===== src/rtl/cpu_defs_pkg.sv =====
// ---------------------------------------------------------------------------
// cpu_defs -- definitions shared by the decode stage and the writeback stage.
//
// Contents:
//   wb_sel_e    : result-select encoding carried down the pipeline
//   F3_*        : RV32I load funct3 codes (width / signedness)
//   wb_entry_t  : contents of the WB pipeline register
// ---------------------------------------------------------------------------
package cpu_defs;

    typedef enum logic [1:0] {
        WB_ALU  = 2'd0,
        WB_LOAD = 2'd1,
        WB_PC4  = 2'd2,
        WB_RSVD = 2'd3
    } wb_sel_e;

    // Only five of the eight funct3 codes are legal loads. The three
    // unused codes are left out and caught by the default arm of the
    // decoder, so these are plain constants rather than an enum.
    localparam logic [2:0] F3_LB  = 3'd0;
    localparam logic [2:0] F3_LH  = 3'd1;
    localparam logic [2:0] F3_LW  = 3'd2;
    localparam logic [2:0] F3_LBU = 3'd4;
    localparam logic [2:0] F3_LHU = 3'd5;

    typedef struct packed {
        logic        valid;
        logic        reg_write;
        logic [4:0]  rd;
        wb_sel_e     wb_sel;
        logic [31:0] alu_result;
        logic [31:0] pc_plus4;
        logic [31:0] load_word;
        logic [2:0]  funct3;
    } wb_entry_t;

endpackage


===== src/rtl/writeback_stage_load_align.sv =====
// ---------------------------------------------------------------------------
// load_align -- combinational load-data extraction and extension.
//
// Ports:
//   word    in  32  raw aligned data-memory word
//   addr_lo in   2  low effective-address bits (byte lane; bit 1 = half lane)
//   funct3  in   3  load width/sign code
//   data    out 32  extracted, extended load value (0 when illegal)
//   illegal out  1  funct3 is not a legal load code
//
// Misaligned LH/LW addresses are not flagged: LH takes the half selected by
// addr_lo[1] and LW always returns the whole word.
// ---------------------------------------------------------------------------
module load_align
    import cpu_defs::*;
(
    input  logic [31:0] word,
    input  logic [1:0]  addr_lo,
    input  logic [2:0]  funct3,
    output logic [31:0] data,
    output logic        illegal
);

    logic [7:0]  byte_lane;
    logic [15:0] half_lane;

    always_comb begin
        case (addr_lo)
            2'd0:    byte_lane = word[7:0];
            2'd1:    byte_lane = word[15:8];
            2'd2:    byte_lane = word[23:16];
            default: byte_lane = word[31:24];
        endcase
        half_lane = addr_lo[1] ? word[31:16] : word[15:0];
    end

    // NOTE: every output of a combinational block gets a default before the
    // case, so no path leaves it unassigned and no latch is inferred.
    always_comb begin
        data    = '0;
        illegal = 1'b0;
        case (funct3)
            F3_LB:   data = {{24{byte_lane[7]}}, byte_lane};
            F3_LH:   data = {{16{half_lane[15]}}, half_lane};
            F3_LW:   data = word;
            F3_LBU:  data = {24'd0, byte_lane};
            F3_LHU:  data = {16'd0, half_lane};
            default: illegal = 1'b1;
        endcase
    end

endmodule


===== src/rtl/writeback_stage.sv =====
// ---------------------------------------------------------------------------
// writeback_stage -- MEM/WB pipeline register, result select and retirement
// counter.
//
// Ports:
//   clk, rst            clock; synchronous active-high reset
//   mem_*               instruction presented by the MEM stage
//   hold                freeze the WB register
//   flush               replace the WB entry with a bubble (beats hold)
//   rf_we/rf_rd_addr/rf_wdata   register-file write port (rf_wdata also
//                               serves as the forwarding value)
//   wb_valid            WB holds a real instruction
//   wb_load_err         illegal load funct3 retired this cycle
//   instret             64-bit retired-instruction count
//
// A "fresh" bit marks the first cycle an entry sits in WB. Write enable,
// load error and retirement counting are all qualified by it, so an entry
// frozen by hold writes and counts exactly once.
// ---------------------------------------------------------------------------
module writeback_stage
    import cpu_defs::*;
(
    input  logic        clk,
    input  logic        rst,
    input  logic        mem_valid,
    input  logic        mem_reg_write,
    input  logic [4:0]  mem_rd_addr,
    input  logic [1:0]  mem_wb_sel,
    input  logic [31:0] mem_alu_result,
    input  logic [31:0] mem_pc_plus4,
    input  logic [31:0] mem_load_word,
    input  logic [2:0]  mem_funct3,
    input  logic        hold,
    input  logic        flush,
    output logic        rf_we,
    output logic [4:0]  rf_rd_addr,
    output logic [31:0] rf_wdata,
    output logic        wb_valid,
    output logic        wb_load_err,
    output logic [63:0] instret
);

    wb_entry_t   entry_q, entry_d;
    logic        fresh_q, fresh_d;
    logic [63:0] instret_q, instret_d;

    logic [31:0] load_data;
    logic        load_illegal;
    logic        bad_load;

    load_align u_load_align (
        .word    (entry_q.load_word),
        .addr_lo (entry_q.alu_result[1:0]),
        .funct3  (entry_q.funct3),
        .data    (load_data),
        .illegal (load_illegal)
    );

    // Next-state: flush > hold > load. Any cycle that does not load a new
    // instruction leaves fresh clear.
    always_comb begin
        entry_d = entry_q;
        fresh_d = 1'b0;
        if (flush) begin
            entry_d = '0;
        end else if (!hold) begin
            entry_d.valid      = mem_valid;
            entry_d.reg_write  = mem_reg_write;
            entry_d.rd         = mem_rd_addr;
            entry_d.wb_sel     = wb_sel_e'(mem_wb_sel);
            entry_d.alu_result = mem_alu_result;
            entry_d.pc_plus4   = mem_pc_plus4;
            entry_d.load_word  = mem_load_word;
            entry_d.funct3     = mem_funct3;
            fresh_d            = 1'b1;
        end
        // Count on the edge that makes the entry valid and fresh, so the
        // counter already includes it in the cycle rf_we is asserted.
        instret_d = instret_q + {63'd0, entry_d.valid & fresh_d};
    end

    // NOTE: sequential state uses non-blocking assignments so every flop
    // samples its pre-edge value regardless of statement order.
    always_ff @(posedge clk) begin
        if (rst) begin
            entry_q   <= '0;
            fresh_q   <= 1'b0;
            instret_q <= '0;
        end else begin
            entry_q   <= entry_d;
            fresh_q   <= fresh_d;
            instret_q <= instret_d;
        end
    end

    assign bad_load = (entry_q.wb_sel == WB_LOAD) & load_illegal;

    always_comb begin
        case (entry_q.wb_sel)
            WB_ALU:  rf_wdata = entry_q.alu_result;
            WB_LOAD: rf_wdata = load_data;   // already 0 for illegal funct3
            WB_PC4:  rf_wdata = entry_q.pc_plus4;
            default: rf_wdata = '0;
        endcase
    end

    assign rf_we       = entry_q.valid & entry_q.reg_write & fresh_q
                       & (entry_q.rd != 5'd0) & ~bad_load;
    assign wb_load_err = entry_q.valid & fresh_q & bad_load;
    assign rf_rd_addr  = entry_q.rd;
    assign wb_valid    = entry_q.valid;
    assign instret     = instret_q;

endmodule


===== config.mk =====
export PLATFORM = sky130hd
export DESIGN_NAME = writeback_stage
export DESIGN_NICKNAME = d
export VERILOG_FILES = /design/src/rtl/cpu_defs_pkg.sv /design/src/rtl/writeback_stage_load_align.sv /design/src/rtl/writeback_stage.sv
export SDC_FILE = /design/constraint.sdc
export NUM_CORES = 1
export LEC_CHECK = 0
export CAP_MARGIN = 20
export CORE_UTILIZATION = 44
export DETAILED_ROUTE_END_ITERATION = 8
export PLACE_DENSITY = 0.77
export SETUP_SLACK_MARGIN = 0.02
export SKIP_CTS_REPAIR_TIMING = 1
export SLEW_MARGIN = 20
export SYNTH_ARGS = -nofsm -noshare
export SYNTH_HDL_FRONTEND = slang
export SYNTH_SLANG_ARGS = --single-unit

===== constraint.sdc =====
create_clock -name clk -period 2.8 [get_ports clk]
set_input_delay 0.28 -clock clk [delete_from_list [all_inputs] [get_ports clk]]
set_output_delay 0.28 -clock clk [all_outputs]
set_load 0.01 [all_outputs]

## Word-level counts from Yosys, hierarchy flattened

Index checks and enable logic that the tools add are counted.
W data, S select, Z words.

- Logic and storage cells: 43
- Output and inout port bits: 104
- Input bits: 112
- Bits in registers: 173

- Multiplexer cells: 9
- $add $sub $neg: 1
- Reductions and logical operators: 6
- Eq/ne operators: 8
- Bitwise logic cells: 9

Operators by type and width:

| cell | number |
|---|---|
| $mux W108 | 2 |
| $pmux W32 S5 | 1 |
| $pmux W32 S3 | 1 |
| $add A64 B1 Y64 | 1 |
| $pmux W8 S3 | 1 |
| $mux W16 | 1 |
| $and A1 B1 Y1 | 8 |
| $eq A3 B3 Y1 const B | 2 |
| $reduce_bool A5 Y1 | 1 |
| $reduce_or A5 Y1 | 1 |
| $eq A2 B1 Y1 const B | 2 |
| $eq A2 B2 Y1 const B | 2 |
| $logic_not A2 Y1 | 2 |
| $eq A3 B1 Y1 const B | 1 |
| $eq A3 B2 Y1 const B | 1 |
| $logic_not A3 Y1 | 1 |
| $mux W1 | 3 |
| $reduce_or A2 Y1 | 1 |
| $not A1 Y1 | 1 |

## Longest topological paths before layout

- Word-level depth: 6
- Depth in mapped cells: 12
- Mapped depth without buffers: 9

## By module

Synthesis repeated with hierarchy kept, for this count alone.

- Cell total of the unflattened synthesis: 963
- Area total of the unflattened synthesis: 8,524.4 um2

By module, submodules not included:

| module | times used | cells each | area each (um2) | sequential area each (um2) |
|---|---|---|---|---|
| writeback_stage | 1 | 827 | 7,477.2 | 3,463.3 |
| load_align | 1 | 136 | 1,047.3 | 0.0 |

## Least setup slack after synthesis

No wires, ideal clock.

- Path kind: input port to flip-flop
- Start point: input hold
- End point: register instret_q[58] (netlist: instret[58])
- Data arrival time: 2.668 ns
- Required time: 2.729 ns
- Setup time: 0.071 ns
- Path slack: 0.061 ns
- Cell stages on the path: 11
- Path buffers: 2
- Path through: clkbuf_1 > nand2b_1 > nor2_1 > ha_1 > ha_1 > nand4_2 > nor4_4 > nand4_2 > buf_6 > or4_1 > a21oi_1

- Cells in the longest elaborated chain, start to end: 4
- Elaborated cells on any way between the ends: 6
- Those cells by class: 1 x add/sub; 4 x mux; 1 x bitwise

RTL lines:

| item | RTL line | source |
|---|---|---|
| from (decl) | writeback_stage.sv:33 | `input logic hold,` |
| $mux W108 / $mux W1 (equally long branches) | writeback_stage.sv:66 | `end else if (!hold) begin` |
| $mux W108 / $mux W1 (equally long branches) | writeback_stage.sv:64 | `if (flush) begin` |
| $and A1 B1 Y1 * | writeback_stage.sv:79 | `instret_d = instret_q + {63'd0, entry_d.valid & fresh_d};` |
| $add A64 B1 Y64 * | writeback_stage.sv:79 |  |
| to (signal assigned) | writeback_stage.sv:92 | `instret_q <= instret_d;` |
| to (decl) | writeback_stage.sv:45 | `logic [63:0] instret_q, instret_d;` |

Every way passes the cells marked *; elsewhere a longest branch is shown, timed or not.
A chain may end at the register's enable or synchronous reset.

## Worst setup path after layout

- Start point: register entry_q[2] (netlist bit)
- End point: output rf_wdata[9]

- Cells in the longest elaborated chain, start to end: 3
- Elaborated cells on any way between the ends: 7
- Those cells by class: 4 x eq/ne; 2 x mux; 1 x reduce/logical

RTL lines:

| item | RTL line | source |
|---|---|---|
| from (decl) | writeback_stage.sv:43 | `wb_entry_t entry_q, entry_d;` |
| from (signal assigned) | writeback_stage.sv:90 | `entry_q <= entry_d;` |
| $eq A3 B3 Y1, or another cell as far along | writeback_stage_load_align.sv:42 | `case (funct3)` |
| $pmux W32 S5 * | writeback_stage_load_align.sv:42 |  |
| $pmux W32 S3 * | writeback_stage.sv:99 | `case (entry_q.wb_sel)` |
| to (decl) | writeback_stage.sv:37 | `output logic [31:0] rf_wdata,` |

Marks and branches as above.

==> impl_metrics.env <==
export IMPL_dr_pass1_iters=4
export IMPL_endpoint_kind="output pin"
export IMPL_synthCells=867
export IMPL_timing_final_crit_period_ns=2.774
export IMPL_rows=48
export IMPL_layout_nets=1191
export IMPL_drt_iter0_markers=493
export IMPL_syn_num_nets=981
export IMPL_min_period_over_period_pct=99.07
export IMPL_path_class="reg2out"
export IMPL_grt_max_degree=65
export IMPL_yosysSeqAreaShare_pct=43.45
export IMPL_antenna_found_initial=2
export IMPL_slew_headroom_pct=35.86
export IMPL_fmax_mhz=360.5
export IMPL_grt_total_usage_pct=24.90
export IMPL_rsz0062_at_grt="true"
export IMPL_final_common_cell="clkdlybuf4s50_1"
export IMPL_cts_tree="yes"
export IMPL_hold_violations=0
export IMPL_die_x_um=136.6
export IMPL_hold_class="in2reg"
export IMPL_grt_pass1_wl_mm=35.81
export IMPL_drive_gt1_share_pct=8.807
export IMPL_ir_drop_mv=0.4426
export IMPL_synth_edf_count=0
export IMPL_routed_via_density=5.489
export IMPL_clock_latency_ns=0.42
export IMPL_io_buffer_count=215
export IMPL_worstPathRequired_ns=2.52
export IMPL_die_y_um=136.6
export IMPL_drc=0
export IMPL_place_gp_congestion=0.8811
export IMPL_vias=7229
export IMPL_synth_async_reset_ratio_pct=0
export IMPL_path_clk_slew_ns=0.06
export IMPL_avgRoutedWirePerCell_um=17.73
export IMPL_setup_tns_ns=0
export IMPL_drv_cap=0
export IMPL_htreeDepth=4
export IMPL_worst_clock_skew_ns=0.007505
export IMPL_ios=216
export IMPL_synth_ff_latch_count=173
export IMPL_yosysWarnings=0
export IMPL_start_util_pct=45.61
export IMPL_ys_flop_type="dfxtp_1"
export IMPL_clkSinkCount=173
export IMPL_yosysUniqueCellTypes=45
export IMPL_power_density_nw_per_um2=506.6
export IMPL_path_max_fanout=8
export IMPL_final_cell_mix="185 x clkdlybuf4s50_1, 170 x dfxtp_1, 159 x nor2_1"
export IMPL_pre_cts_slack_ns=-0.09116
export IMPL_avgSynthCellArea_um2=9.194
export IMPL_worst_slack_ns=0.02610
export IMPL_ant_nets=0
export IMPL_clockRootBuffer="clkbuf_16"
export IMPL_grt_pass1_vias=6746
export IMPL_drt_wl_total_mm=23.35
export IMPL_coreArea_um2=17480
export IMPL_cts_made_buffers=17
export IMPL_worstMarginPinSlew_ns=0.9621
export IMPL_hpwl_mm=16.88
export IMPL_report_final_slew_viol_count=0
export IMPL_leakagePower_nw=4.708
export IMPL_critPathArrivalTime_ns=2.49
export IMPL_syn_to_final_growth_pct=40.62
export IMPL_status="complete, no violations"
export IMPL_setup_violations=0
export IMPL_syn_area_um2=7971
export IMPL_start_kind="register"
export IMPL_overflow=0
export IMPL_die_area_um2=18660
export IMPL_cts_buffer_depth=2
## worst max-delay path: stages, from the launching register on
cell and delay [ns]:
dfxtp_1 0.36, or3_1 0.43, a211oi_4 0.36, a221oi_1 0.15, o22ai_1 0.21, clkdlybuf4s50_1 0.56
## synthesized netlist by cell type, drive strengths merged, types with 6 or more instances
cell | instances | area, um^2
mux4 | 7 | 157.7
nor3 | 7 | 51.30
o31ai | 11 | 82.58
and3 | 9 | 56.30
o21ai | 17 | 85.08
inv | 9 | 33.78
nand4 | 28 | 202.7
nor2b | 6 | 37.54
o22ai | 26 | 162.7
or3 | 17 | 106.4
or4 | 12 | 90.09
nand2 | 28 | 105.1
mux2i | 134 | 1341
xnor2 | 8 | 70.07
nor2 | 161 | 606.8
nand2b | 9 | 56.30
a21oi | 44 | 220.2
buf | 16 | 98.84
a21o | 7 | 52.55
a311oi | 7 | 61.31
dfxtp | 173 | 3463
xor2 | 27 | 236.5
a221oi | 9 | 78.83
clkbuf | 44 | 165.2
nand3 | 27 | 135.1
## logic make-up (layout without fill, tap and decap cells)
family	count (synthesis)	count (layout)	share of synthesized area [%]
AO/OA/AOI/OAI	126	126	9.810
XOR/XNOR	35	35	3.846
adder cells (fa/ha/maj)	2	2	0.3139
buffers and inverters	69	292	3.736
flip-flops	173	173	43.45
multiplexers	141	141	18.80
other	0	2	0
AND/OR/NAND/NOR	321	321	20.04
## where the power goes
part / leakage (nW) / internal, mW / switching, mW
Combinational: 2.99 / 0.320 / 0.245
Clock: 0.311 / 1.61 / 0.952
Sequential: 1.41 / 2.51 / 0.0422
Total: 4.71 / 4.44 / 1.24
## path summary, 6_finish.rpt
| path | from | to | slack (ns) | cells past startpoint |
|---|---|---|---|---|
| max | entry_q[2] | rf_wdata[9] | 0.03 | 5 |
| min | hold | wb_valid | 0.22 | 3 |
| max reg2reg | instret[0] | instret[54] | 0.42 | 8 |
| min reg2reg | entry_q[90] | entry_q[90] | 0.49 | 2 |
## per-stage QoR
stage | cells | hold slack, ns | power, mW | util [%] | area, um^2
after detailed placement | 1278 | 0.4860 | 3.166 | 59.53 | 10400
after global placement | 1278 | 0.4713 | 3.159 | 59.53 | 10400
final | 1317 | 0.2231 | 5.679 | 64.14 | 11210
after CTS | 1310 | 0.2191 | 5.711 | 63.19 | 11040
after floorplan | 867 | 0.4239 | 2.878 | - | 7971
after global routing | 1316 | 0.2257 | 5.861 | 64.13 | 11210
## layout make-up
| cell class | instances | area (um^2) |
|---|---|---|
| clock inverters | 11 | 190.2 |
| inverters | 9 | 33.78 |
| flip-flops and latches | 173 | 3470 |
| well taps | 225 | 281.5 |
| multi-input cells | 625 | 4262 |
| diodes | 2 | 5.005 |
| fillers | 1418 | 6267 |
| clock buffers | 21 | 450.4 |
| repair buffers | 251 | 2517 |
## per-layer routing
| layer | vias to the layer above | routed length [um] | global-route usage (%) | share of wire [%] |
|---|---|---|---|---|
| met5 | - | 11 | 0 | 0.047 |
| met2 | 230 | 11060 | 39.62 | 47 |
| met1 | 3423 | 9926 | 32.11 | 43 |
| met3 | 53 | 1535 | 5.778 | 6.6 |
| met4 | 2 | 824 | 10.93 | 3.5 |
| li1 | 3521 | - | - | - |
## registers in the layout, summed over array words and instances (netlist names)
name and flops:
entry_q 102, instret 64, fresh_q 1, rf_rd_addr 5, wb_valid 1
Power figures use the tool's default switching activity.
==> variant (same flow settings) <==
Add an input register stage for `mem_load_word`; this delays it by one clock. The other inputs are not delayed to match.
--- a/src/rtl/writeback_stage.sv
+++ b/src/rtl/writeback_stage.sv
@@ -41,4 +41,10 @@
 );
 
+    logic [31:0] mem_load_word_q;
+
+    always_ff @(posedge clk) begin
+        mem_load_word_q <= mem_load_word;
+    end
+
     wb_entry_t   entry_q, entry_d;
     logic        fresh_q, fresh_d;
@@ -71,5 +77,5 @@
             entry_d.alu_result = mem_alu_result;
             entry_d.pc_plus4   = mem_pc_plus4;
-            entry_d.load_word  = mem_load_word;
+            entry_d.load_word  = mem_load_word_q;
             entry_d.funct3     = mem_funct3;
             fresh_d            = 1'b1;
Check against the original RTL: not equivalent (a bounded check fails within 4 cycles, from zero or initial values and one cycle with rst high).
==> variant against the original RTL <==
Total power increased by 15%; sequential power increased by 19%; combinational power is 3% lower; worst setup slack improved by 0.017 ns; critical path depth grew 1; clock skew is 0.0035 ns higher; die area grew 7.7%; design area grew 5.7%; routed wire length increased by 0.19%; area after synthesis is 7.8% higher; sequential cell count grew 32; non-clock buffer count is 11 lower.
==> variant: results (changes against the original RTL) <==
[run_status]
outcome = complete, no violations

[finish]
area_delta_synth_final_pct = 37.9
buffers = 240  ; -4.4%
regArea_um2 = 4110  ; +18%
diodes = 5  ; +3
n_fill_cell = 1596  ; +13%
multi_input_area_um2 = 4190  ; -1.6%
multi_input_gates = 618  ; -1.1%
clkbuf_count = 33  ; +57%

[routing]
wl_per_cell_um = 17.0  ; -4.3%
drt_wl_total_mm = 23.4  ; +0.19%
drt_iter0_drc = 432  ; -12%
wirelength_met1_mm = 10.2  ; +2.7%
highest_layer = met4
vias_per_cell = 5.34  ; -2.8%

[cts]
insertion_delay_ns = 0.51  ; +0.09 ns
cts-buffers-inserted = 23  ; +6
cts.path.max_buffers = 3  ; +1
htreeDepth = 1  ; -3

[power_and_ir_drop]
netSwitchingPower_mw = 1.48  ; +19%
pg_seq_mw = 3.04  ; +19%
clkPwrFrac_pct = 44.9  ; about the same
pwr-share-seq_pct = 46.6  ; +1.6 points

[critical_path]
crit_fanout = 10  ; +2
crit_start = entry_q[68]
r2r_start = instret[34]
cpPeakStageDelay_ns = 0.59  ; +0.03 ns
r2r_cells = 5  ; -3

[yosys]
netlist_instances = 894  ; +3.1%
synth_commonest_cells = dfxtp_1 (205), nor2_1 (157), mux2i_1 (146), a21oi_1 (47), clkbuf_1 (35)
synthMuxAreaShare_pct = 17.3  ; -1.5 points
synth_compound_area_share_pct = 9.96  ; +0.15 points
synthAdderAreaFrac_pct = 0.291  ; -0.023 points
yosysSeqAreaShare_pct = 47.8  ; +4.3 points

[place]
dp.cells = 1331  ; +4.1%
pre_cts_slack_ns = -0.00850  ; +0.0827 ns
place_congestion = 0.889  ; +0.91%
dpl.hpwl_mm = 16.5  ; -2.2%

[grt]
grt_pass1_wl_mm = 36.1  ; +0.85%
grt_max_degree = 66  ; +1.5%
grt_usage_pct = 22.6  ; -2.3 points
met3_usage_pct = 4.15  ; -1.6 points

[sta]
whs_ns = 0.108  ; -0.115 ns
timing.fmax_mhz = 363  ; +0.60%
fin_skew_ns = 0.0110  ; +0.00349 ns

[die]
rows = 50  ; +4.2%

-- variant: cell count changes in the layout (fill, tap and decap cells not counted), moves of 5 or more --
| cell | before | now |
|---|---|---|
| mux4_2 | 7 | 0 |
| a311oi_1 | 6 | 0 |
| a21o_1 | 7 | 1 |
| nand2b_1 | 9 | 4 |
| buf_4 | 33 | 22 |
| o22ai_1 | 26 | 15 |
| nand2_1 | 28 | 23 |
| xor2_1 | 27 | 22 |
| o21ai_0 | 16 | 23 |
| o211ai_1 | 0 | 8 |
| dfxtp_1 | 170 | 200 |
| mux2i_1 | 134 | 145 |
| clkbuf_16 | 17 | 23 |
| o221ai_1 | 0 | 9 |
-- variant: worst max-delay path: cells and delay by family, from the launching register on --
kind | cells | cell delay, ns
buffers and inverters | 1 | 0.59
multiplexers | 1 | 0.27
AND/OR/NAND/NOR | 2 | 0.23
AO/OA/AOI/OAI | 2 | 0.55
flip-flops | 1 | 0.34
